[src/rtl/tpu_isa_pkg.sv]
// Instruction set definitions shared by the sequencer, its decoder and software-side tooling.
// The instruction word is {img_size, img_addr, ker_addr, out_addr, opcode}, opcode in the LSBs.
package tpu_isa_pkg;

  localparam int OPCODE_W   = 4;
  localparam int ADDR_W     = 10;
  localparam int IMG_SIZE_W = 5;

  localparam int OPCODE_LSB   = 0;
  localparam int OUT_ADDR_LSB = OPCODE_LSB + OPCODE_W;
  localparam int KER_ADDR_LSB = OUT_ADDR_LSB + ADDR_W;
  localparam int IMG_ADDR_LSB = KER_ADDR_LSB + ADDR_W;
  localparam int IMG_SIZE_LSB = IMG_ADDR_LSB + ADDR_W;
  localparam int INS_W        = IMG_SIZE_LSB + IMG_SIZE_W;

  typedef enum logic [3:0] {
    OP_NOP     = 4'd0,
    OP_CONV2   = 4'd1,
    OP_CONV3   = 4'd2,
    OP_CONV5   = 4'd3,
    OP_MAXPOOL = 4'd4,
    OP_RELU    = 4'd5,
    OP_HALT    = 4'd6,
    OP_LOOP    = 4'd7
  } opcode_e;

  typedef enum logic [1:0] {
    PE_NONE    = 2'b00,
    PE_CONV    = 2'b01,
    PE_MAXPOOL = 2'b10,
    PE_RELU    = 2'b11
  } pe_op_e;

  typedef struct packed {
    logic [IMG_SIZE_W-1:0] img_size;
    logic [ADDR_W-1:0]     img_addr;
    logic [ADDR_W-1:0]     ker_addr;
    logic [ADDR_W-1:0]     out_addr;
    logic [OPCODE_W-1:0]   opcode;
  } ins_word_t;

endpackage

[src/rtl/ins_decode_lut.sv]
// Combinational opcode decoder: PE operation, fetch/write enables, kernel size and
// the control-flow flags the sequencer needs to choose its next state.
module ins_decode_lut
  import tpu_isa_pkg::*;
#(
  parameter int OPCODE_WIDTH      = 4,
  parameter int KERNEL_SIZE_WIDTH = 3
) (
  input  logic [OPCODE_WIDTH-1:0]      i_opcode,
  output pe_op_e                       o_pe_op,
  output logic                         o_img_en,
  output logic                         o_ker_en,
  output logic                         o_wr_en,
  output logic [KERNEL_SIZE_WIDTH-1:0] o_ker_size,
  output logic                         o_is_halt,
  output logic                         o_is_loop,
  output logic                         o_illegal
);

  // Every datapath op reads the image and writes a result; only conv needs kernel data.
  always_comb begin
    o_pe_op    = PE_NONE;
    o_img_en   = 1'b0;
    o_ker_en   = 1'b0;
    o_wr_en    = 1'b0;
    o_ker_size = '0;
    o_is_halt  = 1'b0;
    o_is_loop  = 1'b0;
    o_illegal  = 1'b0;
    case (i_opcode)
      OPCODE_WIDTH'(OP_NOP): ;
      OPCODE_WIDTH'(OP_CONV2): begin
        o_pe_op = PE_CONV; o_img_en = 1'b1; o_ker_en = 1'b1; o_wr_en = 1'b1;
        o_ker_size = KERNEL_SIZE_WIDTH'(2);
      end
      OPCODE_WIDTH'(OP_CONV3): begin
        o_pe_op = PE_CONV; o_img_en = 1'b1; o_ker_en = 1'b1; o_wr_en = 1'b1;
        o_ker_size = KERNEL_SIZE_WIDTH'(3);
      end
      OPCODE_WIDTH'(OP_CONV5): begin
        o_pe_op = PE_CONV; o_img_en = 1'b1; o_ker_en = 1'b1; o_wr_en = 1'b1;
        o_ker_size = KERNEL_SIZE_WIDTH'(5);
      end
      OPCODE_WIDTH'(OP_MAXPOOL): begin
        o_pe_op = PE_MAXPOOL; o_img_en = 1'b1; o_wr_en = 1'b1;
        o_ker_size = KERNEL_SIZE_WIDTH'(2);
      end
      OPCODE_WIDTH'(OP_RELU): begin
        o_pe_op = PE_RELU; o_img_en = 1'b1; o_wr_en = 1'b1;
      end
      OPCODE_WIDTH'(OP_HALT): o_is_halt = 1'b1;
      OPCODE_WIDTH'(OP_LOOP): o_is_loop = 1'b1;
      default:                o_illegal = 1'b1;
    endcase
  end

endmodule

[src/rtl/ins_sequencer.sv]
// Instruction sequencer: fetches from instruction BRAM, issues one command at a time to the
// datapath over a valid/ready handshake, and handles HALT, single-level LOOP and traps.
module ins_sequencer
  import tpu_isa_pkg::*;
#(
  parameter int INS_ADDR_WIDTH    = 10,
  parameter int ADDR_WIDTH        = 10,
  parameter int IMG_SIZE_WIDTH    = 5,
  parameter int KERNEL_SIZE_WIDTH = 3,
  parameter int OPCODE_WIDTH      = 4
) (
  input  logic                                              clk,
  input  logic                                              rstn,
  input  logic                                              start,
  output logic                                              bram_ins_en,
  output logic [INS_ADDR_WIDTH-1:0]                         bram_ins_addr,
  input  logic [OPCODE_WIDTH+3*ADDR_WIDTH+IMG_SIZE_WIDTH-1:0] bram_ins_din,
  output logic                                              cmd_valid,
  input  logic                                              cmd_ready,
  output logic [1:0]                                        pe_op,
  output logic                                              img_fetch_en,
  output logic                                              ker_fetch_en,
  output logic                                              write_en,
  output logic [KERNEL_SIZE_WIDTH-1:0]                      ker_size,
  output logic [IMG_SIZE_WIDTH-1:0]                         img_size,
  output logic [ADDR_WIDTH-1:0]                             img_addr,
  output logic [ADDR_WIDTH-1:0]                             ker_addr,
  output logic [ADDR_WIDTH-1:0]                             out_addr,
  input  logic                                              op_done,
  output logic                                              busy,
  output logic                                              halted,
  output logic                                              err_illegal
);

  localparam int OUT_LSB  = OPCODE_WIDTH;
  localparam int KER_LSB  = OUT_LSB + ADDR_WIDTH;
  localparam int IMG_LSB  = KER_LSB + ADDR_WIDTH;
  localparam int SIZE_LSB = IMG_LSB + ADDR_WIDTH;

  typedef enum logic [2:0] {
    S_IDLE, S_FETCH, S_DECODE, S_ISSUE, S_BUSY, S_HALTED
  } state_e;

  state_e                        r_state, w_stateNext;
  logic [INS_ADDR_WIDTH-1:0]     r_pc, w_pcNext, r_loopPc, w_loopPcNext;
  logic [IMG_SIZE_WIDTH-1:0]     r_loopCnt, w_loopCntNext;
  logic                          r_loopActive, w_loopActiveNext;
  logic                          r_err, w_errNext;
  pe_op_e                        r_peOp;
  logic                          r_imgEn, r_kerEn, r_wrEn;
  logic [KERNEL_SIZE_WIDTH-1:0]  r_kerSize;
  logic [IMG_SIZE_WIDTH-1:0]     r_imgSize;
  logic [ADDR_WIDTH-1:0]         r_imgAddr, r_kerAddr, r_outAddr;

  logic [OPCODE_WIDTH-1:0]       w_dinOpcode;
  logic [IMG_SIZE_WIDTH-1:0]     w_dinSize;
  logic [ADDR_WIDTH-1:0]         w_dinOutAddr;
  logic [INS_ADDR_WIDTH-1:0]     w_target;
  pe_op_e                        w_decPeOp;
  logic                          w_decImgEn, w_decKerEn, w_decWrEn;
  logic [KERNEL_SIZE_WIDTH-1:0]  w_decKerSize;
  logic                          w_isHalt, w_isLoop, w_illegal;
  logic                          w_pcLast;
  state_e                        w_advState;
  logic [INS_ADDR_WIDTH-1:0]     w_advPc;

  assign w_dinOpcode  = bram_ins_din[OPCODE_WIDTH-1:0];
  assign w_dinOutAddr = bram_ins_din[OUT_LSB +: ADDR_WIDTH];
  assign w_dinSize    = bram_ins_din[SIZE_LSB +: IMG_SIZE_WIDTH];
  assign w_target     = w_dinOutAddr[INS_ADDR_WIDTH-1:0];

  ins_decode_lut #(
    .OPCODE_WIDTH      (OPCODE_WIDTH),
    .KERNEL_SIZE_WIDTH (KERNEL_SIZE_WIDTH)
  ) u_decode (
    .i_opcode   (w_dinOpcode),
    .o_pe_op    (w_decPeOp),
    .o_img_en   (w_decImgEn),
    .o_ker_en   (w_decKerEn),
    .o_wr_en    (w_decWrEn),
    .o_ker_size (w_decKerSize),
    .o_is_halt  (w_isHalt),
    .o_is_loop  (w_isLoop),
    .o_illegal  (w_illegal)
  );

  // Advancing past the last address stops the program instead of wrapping pc.
  assign w_pcLast   = &r_pc;
  assign w_advState = w_pcLast ? S_HALTED : S_FETCH;
  assign w_advPc    = w_pcLast ? r_pc : r_pc + INS_ADDR_WIDTH'(1);

  always_comb begin
    w_stateNext      = r_state;
    w_pcNext         = r_pc;
    w_loopPcNext     = r_loopPc;
    w_loopCntNext    = r_loopCnt;
    w_loopActiveNext = r_loopActive;
    w_errNext        = r_err;
    unique case (r_state)
      S_IDLE, S_HALTED: begin
        if (start) begin
          w_stateNext      = S_FETCH;
          w_pcNext         = '0;
          w_loopPcNext     = '0;
          w_loopCntNext    = '0;
          w_loopActiveNext = 1'b0;
          w_errNext        = 1'b0;
        end
      end
      S_FETCH: w_stateNext = S_DECODE;
      S_DECODE: begin
        if (w_illegal || (w_isLoop && r_loopActive && (r_pc != r_loopPc))) begin
          w_errNext   = 1'b1;
          w_stateNext = S_HALTED;
        end else if (w_isHalt) begin
          w_stateNext = S_HALTED;
        end else if (w_isLoop) begin
          if (!r_loopActive && (w_dinSize != '0)) begin
            w_loopCntNext    = w_dinSize - IMG_SIZE_WIDTH'(1);
            w_loopActiveNext = 1'b1;
            w_loopPcNext     = r_pc;
            w_pcNext         = w_target;
            w_stateNext      = S_FETCH;
          end else if (r_loopActive && (r_loopCnt != '0)) begin
            w_loopCntNext = r_loopCnt - IMG_SIZE_WIDTH'(1);
            w_pcNext      = w_target;
            w_stateNext   = S_FETCH;
          end else begin
            w_loopActiveNext = 1'b0;
            w_pcNext         = w_advPc;
            w_stateNext      = w_advState;
          end
        end else if (w_decPeOp != PE_NONE) begin
          w_stateNext = S_ISSUE;
        end else begin
          w_pcNext    = w_advPc;
          w_stateNext = w_advState;
        end
      end
      S_ISSUE: if (cmd_ready) w_stateNext = S_BUSY;
      S_BUSY: begin
        if (op_done) begin
          w_pcNext    = w_advPc;
          w_stateNext = w_advState;
        end
      end
      default: w_stateNext = S_IDLE;
    endcase
  end

  // The instruction register and its decode are captured once in DECODE so the command
  // stays stable for however long the execution side stalls.
  always_ff @(posedge clk) begin
    if (!rstn) begin
      r_state      <= S_IDLE;
      r_pc         <= '0;
      r_loopPc     <= '0;
      r_loopCnt    <= '0;
      r_loopActive <= 1'b0;
      r_err        <= 1'b0;
      r_peOp       <= PE_NONE;
      r_imgEn      <= 1'b0;
      r_kerEn      <= 1'b0;
      r_wrEn       <= 1'b0;
      r_kerSize    <= '0;
      r_imgSize    <= '0;
      r_imgAddr    <= '0;
      r_kerAddr    <= '0;
      r_outAddr    <= '0;
    end else begin
      r_state      <= w_stateNext;
      r_pc         <= w_pcNext;
      r_loopPc     <= w_loopPcNext;
      r_loopCnt    <= w_loopCntNext;
      r_loopActive <= w_loopActiveNext;
      r_err        <= w_errNext;
      if (r_state == S_DECODE) begin
        r_peOp    <= w_decPeOp;
        r_imgEn   <= w_decImgEn;
        r_kerEn   <= w_decKerEn;
        r_wrEn    <= w_decWrEn;
        r_kerSize <= w_decKerSize;
        r_imgSize <= w_dinSize;
        r_imgAddr <= bram_ins_din[IMG_LSB +: ADDR_WIDTH];
        r_kerAddr <= bram_ins_din[KER_LSB +: ADDR_WIDTH];
        r_outAddr <= w_dinOutAddr;
      end
    end
  end

  assign bram_ins_en   = (r_state == S_FETCH);
  assign bram_ins_addr = r_pc;
  assign cmd_valid     = (r_state == S_ISSUE);
  assign pe_op         = r_peOp;
  assign img_fetch_en  = r_imgEn & cmd_valid;
  assign ker_fetch_en  = r_kerEn & cmd_valid;
  assign write_en      = r_wrEn & cmd_valid;
  assign ker_size      = r_kerSize;
  assign img_size      = r_imgSize;
  assign img_addr      = r_imgAddr;
  assign ker_addr      = r_kerAddr;
  assign out_addr      = r_outAddr;
  assign busy          = (r_state != S_IDLE) && (r_state != S_HALTED);
  assign halted        = (r_state == S_HALTED);
  assign err_illegal   = r_err;

endmodule

[config.mk]
export PLATFORM = sky130hd
export DESIGN_NAME = ins_sequencer
export DESIGN_NICKNAME = d
export VERILOG_FILES = /design/src/rtl/tpu_isa_pkg.sv /design/src/rtl/ins_decode_lut.sv /design/src/rtl/ins_sequencer.sv
export SDC_FILE = /design/constraint.sdc
export NUM_CORES = 1
export LEC_CHECK = 0
export BUFFER_PORTS_ARGS = -buffer_cell sky130_fd_sc_hd__buf_4
export CAP_MARGIN = 20
export CORE_MARGIN = 3
export CORE_UTILIZATION = 47
export DETAILED_ROUTE_END_ITERATION = 7
export PLACE_DENSITY = 0.82
export SETUP_SLACK_MARGIN = 0.15
export SYNTH_ARGS = -nofsm -noshare
export SYNTH_HDL_FRONTEND = slang
export SYNTH_SLANG_ARGS = --single-unit
[constraint.sdc]
create_clock -name clk -period 1.8 [get_ports clk]
set_input_delay 0.27 -clock clk [delete_from_list [all_inputs] [get_ports clk]]
set_output_delay 0.27 -clock clk [all_outputs]
set_load 0.005 [all_outputs]
Word-level counts from Yosys, hierarchy flattened
Cells that the tools add are included.
{"block": "totals", "reg_bits": 72, "out_inout_bits": 58, "in_bits": 44}
{"block": "classes", "bitwise_logic": 2, "n_addsub": 3, "eq_ne": 25, "reduce_logical": 27, "muxes": 49}
{"operator": "$mux W10", "n": 13}
{"operator": "$mux W3", "n": 10}
{"operator": "$mux W5", "n": 6}
{"operator": "$pmux W10 S3", "n": 1}
{"operator": "$reduce_and A6 Y1", "n": 4}
{"operator": "$pmux W10 S2", "n": 1}
{"operator": "$eq A4 B3 Y1 const B", "n": 4}
{"operator": "$pmux W3 S5", "n": 1}
{"operator": "$ne A2 B2 Y1 const B", "n": 7}
{"operator": "$mux W1", "n": 12}
{"operator": "$ne A3 B3 Y1 const B", "n": 4}
{"operator": "$add A10 B1 Y10 const B", "n": 1}
{"operator": "$ne A10 B10 Y1", "n": 1}
{"operator": "$pmux W5 S2", "n": 1}
{"operator": "$reduce_and A10 Y1", "n": 1}
{"operator": "$reduce_bool A5 Y1", "n": 2}
{"operator": "$sub A5 B1 Y5 const B", "n": 2}
{"operator": "$pmux W3 S3", "n": 1}
{"operator": "$eq A4 B2 Y1 const B", "n": 2}
{"operator": "$reduce_or A8 Y1", "n": 1}
{"operator": "$eq A3 B2 Y1 const B", "n": 2}
{"operator": "$eq A3 B3 Y1 const B", "n": 2}
{"operator": "$pmux W2 S3", "n": 1}
{"operator": "$reduce_and A3 Y1", "n": 2}
{"operator": "15 further kinds", "n": 24}

Logic depth before layout (Yosys ltp)
{"block": "logic_depth", "depth_word": 9, "mapped_depth": 9, "ltp_nobuf": 8}

Cells and area by module
Synthesis repeated with hierarchy kept, for this count alone.
{"block": "hier_totals", "cells_unflattened": 495, "hier_area_um2": 3961.3}
{"module": "ins_sequencer", "cells_per_inst": 473, "instances": 1, "area_each_um2": 3828.7}
{"module": "ins_decode_lut", "cells_per_inst": 22, "instances": 1, "area_each_um2": 132.6}

Least setup slack after synthesis
OpenSTA, ideal clock, no wires.
{"block": "synth_path", "kind": "reg2reg", "startpoint": "register r_pc[2] (netlist: bram_ins_addr[2])", "endpoint": "register r_loopCnt[1]", "path_stages_with_launch": 8, "arrival_time_ps": 1736, "n_path_buf": 1, "setup_slack_ps": -64, "cell_sequence": "dfxtp_1 > buf_6 > xor2_1 > nor4_4 > a31oi_2 > o32ai_4 > mux2i_1 > nor2_1"}
{"block": "synth_between", "elab_chain_cells": 5}
{"item": "start: declaration", "line_no": "ins_sequencer.sv:45", "text": "logic [INS_ADDR_WIDTH-1:0] r_pc, w_pcNext, r_loopPc, w_loopPcNext;"}
{"item": "start signal: assignment", "line_no": "ins_sequencer.sv:172", "text": "r_pc <= w_pcNext;"}
{"item": "$ne A10 B10 Y1", "line_no": "ins_sequencer.sv:112", "text": "if (w_illegal || (w_isLoop && r_loopActive && (r_pc != r_loopPc))) begin"}
{"item": "$logic_and A1 B1 Y1", "line_no": "ins_sequencer.sv:112"}
{"item": "$logic_or A1 B1 Y1", "line_no": "ins_sequencer.sv:112"}
{"item": "$ne A2 B2 Y1 (no line)"}
{"item": "$reduce_and A6 Y1 (no line)"}
{"item": "end signal: assignment", "line_no": "ins_sequencer.sv:174", "text": "r_loopCnt <= w_loopCntNext;"}
{"item": "end: declaration", "line_no": "ins_sequencer.sv:46", "text": "logic [IMG_SIZE_WIDTH-1:0] r_loopCnt, w_loopCntNext;"}
Every way passes these cells.
A chain may end at the register's enable or synchronous reset.

Final worst setup path
{"block": "layout_path", "startpoint": "register r_pc[6] (netlist: bram_ins_addr[6])", "endpoint": "register r_pc[5] (netlist: bram_ins_addr[5])"}
{"block": "layout_between", "elab_chain_cells": 8}
{"item": "$reduce_and A10 Y1", "line_no": "ins_sequencer.sv:88", "text": "assign w_pcLast = &r_pc;"}
{"item": "$mux W10", "line_no": "ins_sequencer.sv:90", "text": "assign w_advPc = w_pcLast ? r_pc : r_pc + INS_ADDR_WIDTH'(1);"}
{"item": "$mux W10", "line_no": "ins_sequencer.sv:124", "text": "end else if (r_loopActive && (r_loopCnt != '0)) begin"}
{"item": "$mux W10", "line_no": "ins_sequencer.sv:118", "text": "if (!r_loopActive && (w_dinSize != '0)) begin"}
{"item": "$mux W10", "line_no": "ins_sequencer.sv:117", "text": "end else if (w_isLoop) begin"}
{"item": "$mux W10", "line_no": "ins_sequencer.sv:115", "text": "end else if (w_isHalt) begin"}
{"item": "$mux W10", "line_no": "ins_sequencer.sv:112"}
{"item": "$pmux W10 S3", "line_no": "ins_sequencer.sv:99", "text": "unique case (r_state)"}
Parallel ways exist; a longest one is shown, timed or not. The select of a mux whose other input is x is not followed.

==> flow_summary.yaml <==
run_status:
  status: "complete, but fails checks"
  failed_checks: "setup timing"
worst_setup_path:
  ff2ff_path_depth: 7
  crit_arrival_ps: 2160
  setup.worst_path.class: "reg -> reg"
  timing.rr.end: "bram_ins_addr[5]$_SDFFE_PN0P_"
  rrSetupSlack_ps: -140
  reg2reg_from: "bram_ins_addr[6]$_SDFFE_PN0P_"
  required_ps: 2020
  cp-startpoint: "bram_ins_addr[6]$_SDFFE_PN0P_"
  path_max_fanout: 8
  crit_path_start_kind: "register"
  critPathCaptureType: "register"
  critPathCapture: "bram_ins_addr[5]$_SDFFE_PN0P_"
routing:
  first_pass_iters: 5
  wl_per_cell_um: 17.2
  via_per_inst: 5.74
  wirelength_um: 12300
  drc: 0
  first_iter_violations: 291
  vias: 4098
  ant_nets: 0
die:
  die_width_um: 94.2
  start_util_pct: 49.4
  rows: 31
  die-area_sq_mm: 0.00888
  die_h_um: 94.2
  core_area_sq_mm: 0.00741
  io_pins: 102
power_and_ir_drop:
  p_int_uw: 3310
  swShare_pct: 30.4
  leakagePower_uw: 0.00232
  pwr-share-clk_pct: 33.1
  fin_total_pwr_uw: 4750
  p_comb_share_pct: 29.6
  switchingPower_uw: 1450
  power_frac_seq_pct: 37.3
  ir_drop_mv: 0.712
  power_density_mw_per_mm2: 857
final_layout:
  area_growth_pct: 51.5
  postLayoutCellArea_sq_mm: 0.00554
  final_cell_mix: "154 x buf_4, 86 x nand2_1, 63 x dfxtp_1, 49 x a21oi_1, 44 x nor2_1"
  area.sequential_sq_mm: 0.00146
  nFillCells: 505
  antenna_cells: 0
  drive_gt1_share_pct: 42.6
  final_common_cell: "buf_4"
  fin_nets: 656
  fin_util_pct: 74.8
  multi_input_area_sq_mm: 0.00224
synth:
  synth_top_area_share_pct: 39.4
  synth_area_leader_cell: "dfxtp_1"
  syn_area_per_cell_sq_um: 7.99
  synthDistinctLibCells: 73
  netlist_area_sq_mm: 0.00366
  synth_edf_count: 0
  synthFlopType: "dfxtp_1"
  synth-seq-cells: 72
  seq_area_frac_synth_pct: 39.4
  syn_nets: 504
  synthCells: 458
  yosysWarnings: 0
  yosys-top-cells-area: "dfxtp_1 39%, nand2_1 9.0%, a21oi_1 7.0%, nor2_1 4.8%, xor2_1 2.9%"
  async_flop_share_pct: 0
timing:
  drv_slew: 0
  worstMarginPinSlew_ps: 459
  hold_ws_ps: 152
  hold_viol_final: 0
  worst_slack_ps: -144
  clock_skew_ps: 9.35
  fmax_mhz: 514
  max_slew_margin_pct: 68.6
  rsz0062_at_grt: "yes"
  final.min_clock_period_ps: 1940
  setup_viol: 18
  fin_crit_sh_pct: 108
clocking:
  cts_tree: "done"
  clk_pin_slew_ps: 80
  h-tree-depth: 3
  cts_buffers: 9
  clock_latency_ps: 360
  cts.path.max_buffers: 2
  clkSinkCount: 72
  cts-root-buf: "clkbuf_8"
global_routing:
  gr-total-overflow: 0
  grtUsageTotal_pct: 26.6
  grt_max_degree: 29
  first_global_vias: 3929
  use_met2_pct: 43.4
  busiest_layer: "met2"
  use_met3_pct: 5.93
  met1_usage_pct: 33.2
  antenna_found_initial: 0
  grt_pass1_wl_um: 18600
placement:
  dpl.hpwl_um: 8370
  routabilityCongestion: 0.967
  io_buffers: 101
  placed_cell_area_sq_mm: 0.00491
hold_path:
  min_path_type: "in -> reg"
  worstHoldPathCells: 3
run:
  maxCapViolations: 0
==> critical path, stage by stage (launching register included) <==
cell     delay (ps)
dfxtp_2         350
xor2_2          210
nor4_4          370
nand4_1         230
a21oi_4         250
buf_6           170
o311a_1         170
nor3_1           60
==> registers in the layout, indices dropped and copies added (netlist names), 5 cells and up <==
| signal | count |
|---|---|
| ker_addr | 10 |
| img_addr | 10 |
| r_loopCnt | 5 |
| img_size | 5 |
| bram_ins_addr | 10 |
| out_addr | 10 |
| r_loopPc | 10 |
==> cells in the mapped netlist, types with 3 or more instances <==
library cell and instances:
nand2b_1 3, a31oi_1 3, clkbuf_1 14, buf_2 12
nor2_1 47, buf_1 5, o21a_1 3, a32o_1 3
a22oi_1 12, mux2i_1 6, a211oi_1 7, and2_1 3
nor3_1 13, inv_1 5, xor2_1 12, o21ai_0 11
dfxtp_1 72, a21oi_1 51, a21o_1 3, o21ai_1 3
nand4_1 6, nand3_1 9, mux2_2 3, and3_1 3
nand2_1 88
==> area by class of cell <==
cell class,count,share of cell area (%)
Clock buffer,9,2.24
Clock inverter,7,2.17
Inverter,6,0.452
Multi-Input combinational cell,343,40.5
Sequential cell,72,26.4
Tap cell,99,2.24
Timing Repair Buffer,178,26.1
==> worst min path at each step <==
stage	to	slack [ps]	start
5_1_grt	ker_addr[3]$_SDFFE_PN0P_	160	bram_ins_din[17]
2_1_floorplan	img_addr[0]$_SDFFE_PN0P_	410	bram_ins_din[24]
6_report	img_addr[7]$_SDFFE_PN0P_	150	bram_ins_din[31]
3_3_place_gp	r_wrEn$_SDFFE_PN0P_	440	r_wrEn$_SDFFE_PN0P_
3_5_place_dp	r_wrEn$_SDFFE_PN0P_	440	r_wrEn$_SDFFE_PN0P_
4_1_cts	ker_addr[6]$_SDFFE_PN0P_	150	bram_ins_din[20]
==> logic make-up (layout without fill, tap and decap cells) <==
group	Yosys count	count (layout)	synth area share, %
flops	72	72	39.4
fa+ha+maj	2	2	0.684
buf+inv	43	200	6.50
simple gates	195	195	25.2
compound gates	123	123	22.2
xor+xnor	14	14	3.35
mux	9	9	2.57
==> power groups by stage <==
| stage | clock network (uW) | registers [uW] | logic, uW |
|---|---|---|---|
| 4_1_cts | 1590 | 1760 | 1250 |
| 2_1_floorplan | 0 | 1780 | 610 |
| 3_5_place_dp | 0 | 1800 | 1160 |
| 6_report | 1570 | 1770 | 1400 |
| 5_1_grt | 1670 | 1780 | 1500 |
| 3_3_place_gp | 0 | 1790 | 1120 |
==> per-layer routing <==
metal | vias up | wire length [um] | part of all wire (%)
met1 | 1938 | 4880 | 40
li1 | 1915 | - | -
met2 | 195 | 6150 | 50
met3 | 50 | 835 | 6.8
met4 | 0 | 425 | 3.5
met5 | - | 0 | 0
==> repair_timing <==
action	in CTS	in global routing
setup buffers	5	3
resized for setup	32	47
hold buffers	0	0
pin swaps	12	11
endpoints found under the setup margin	34	41
gates cloned	0	1
==> metrics by stage <==
step                      TNS (ps)  worst slack [ps]  instances
after floorplan                  0              4.89        458
after global placement        -155             -52.7        689
after detailed placement      -675              -135        689
after CTS                     -727              -111        710
after global routing         -3450              -278        714
final                        -1520              -144        714
Power figures use the tool's default switching activity.
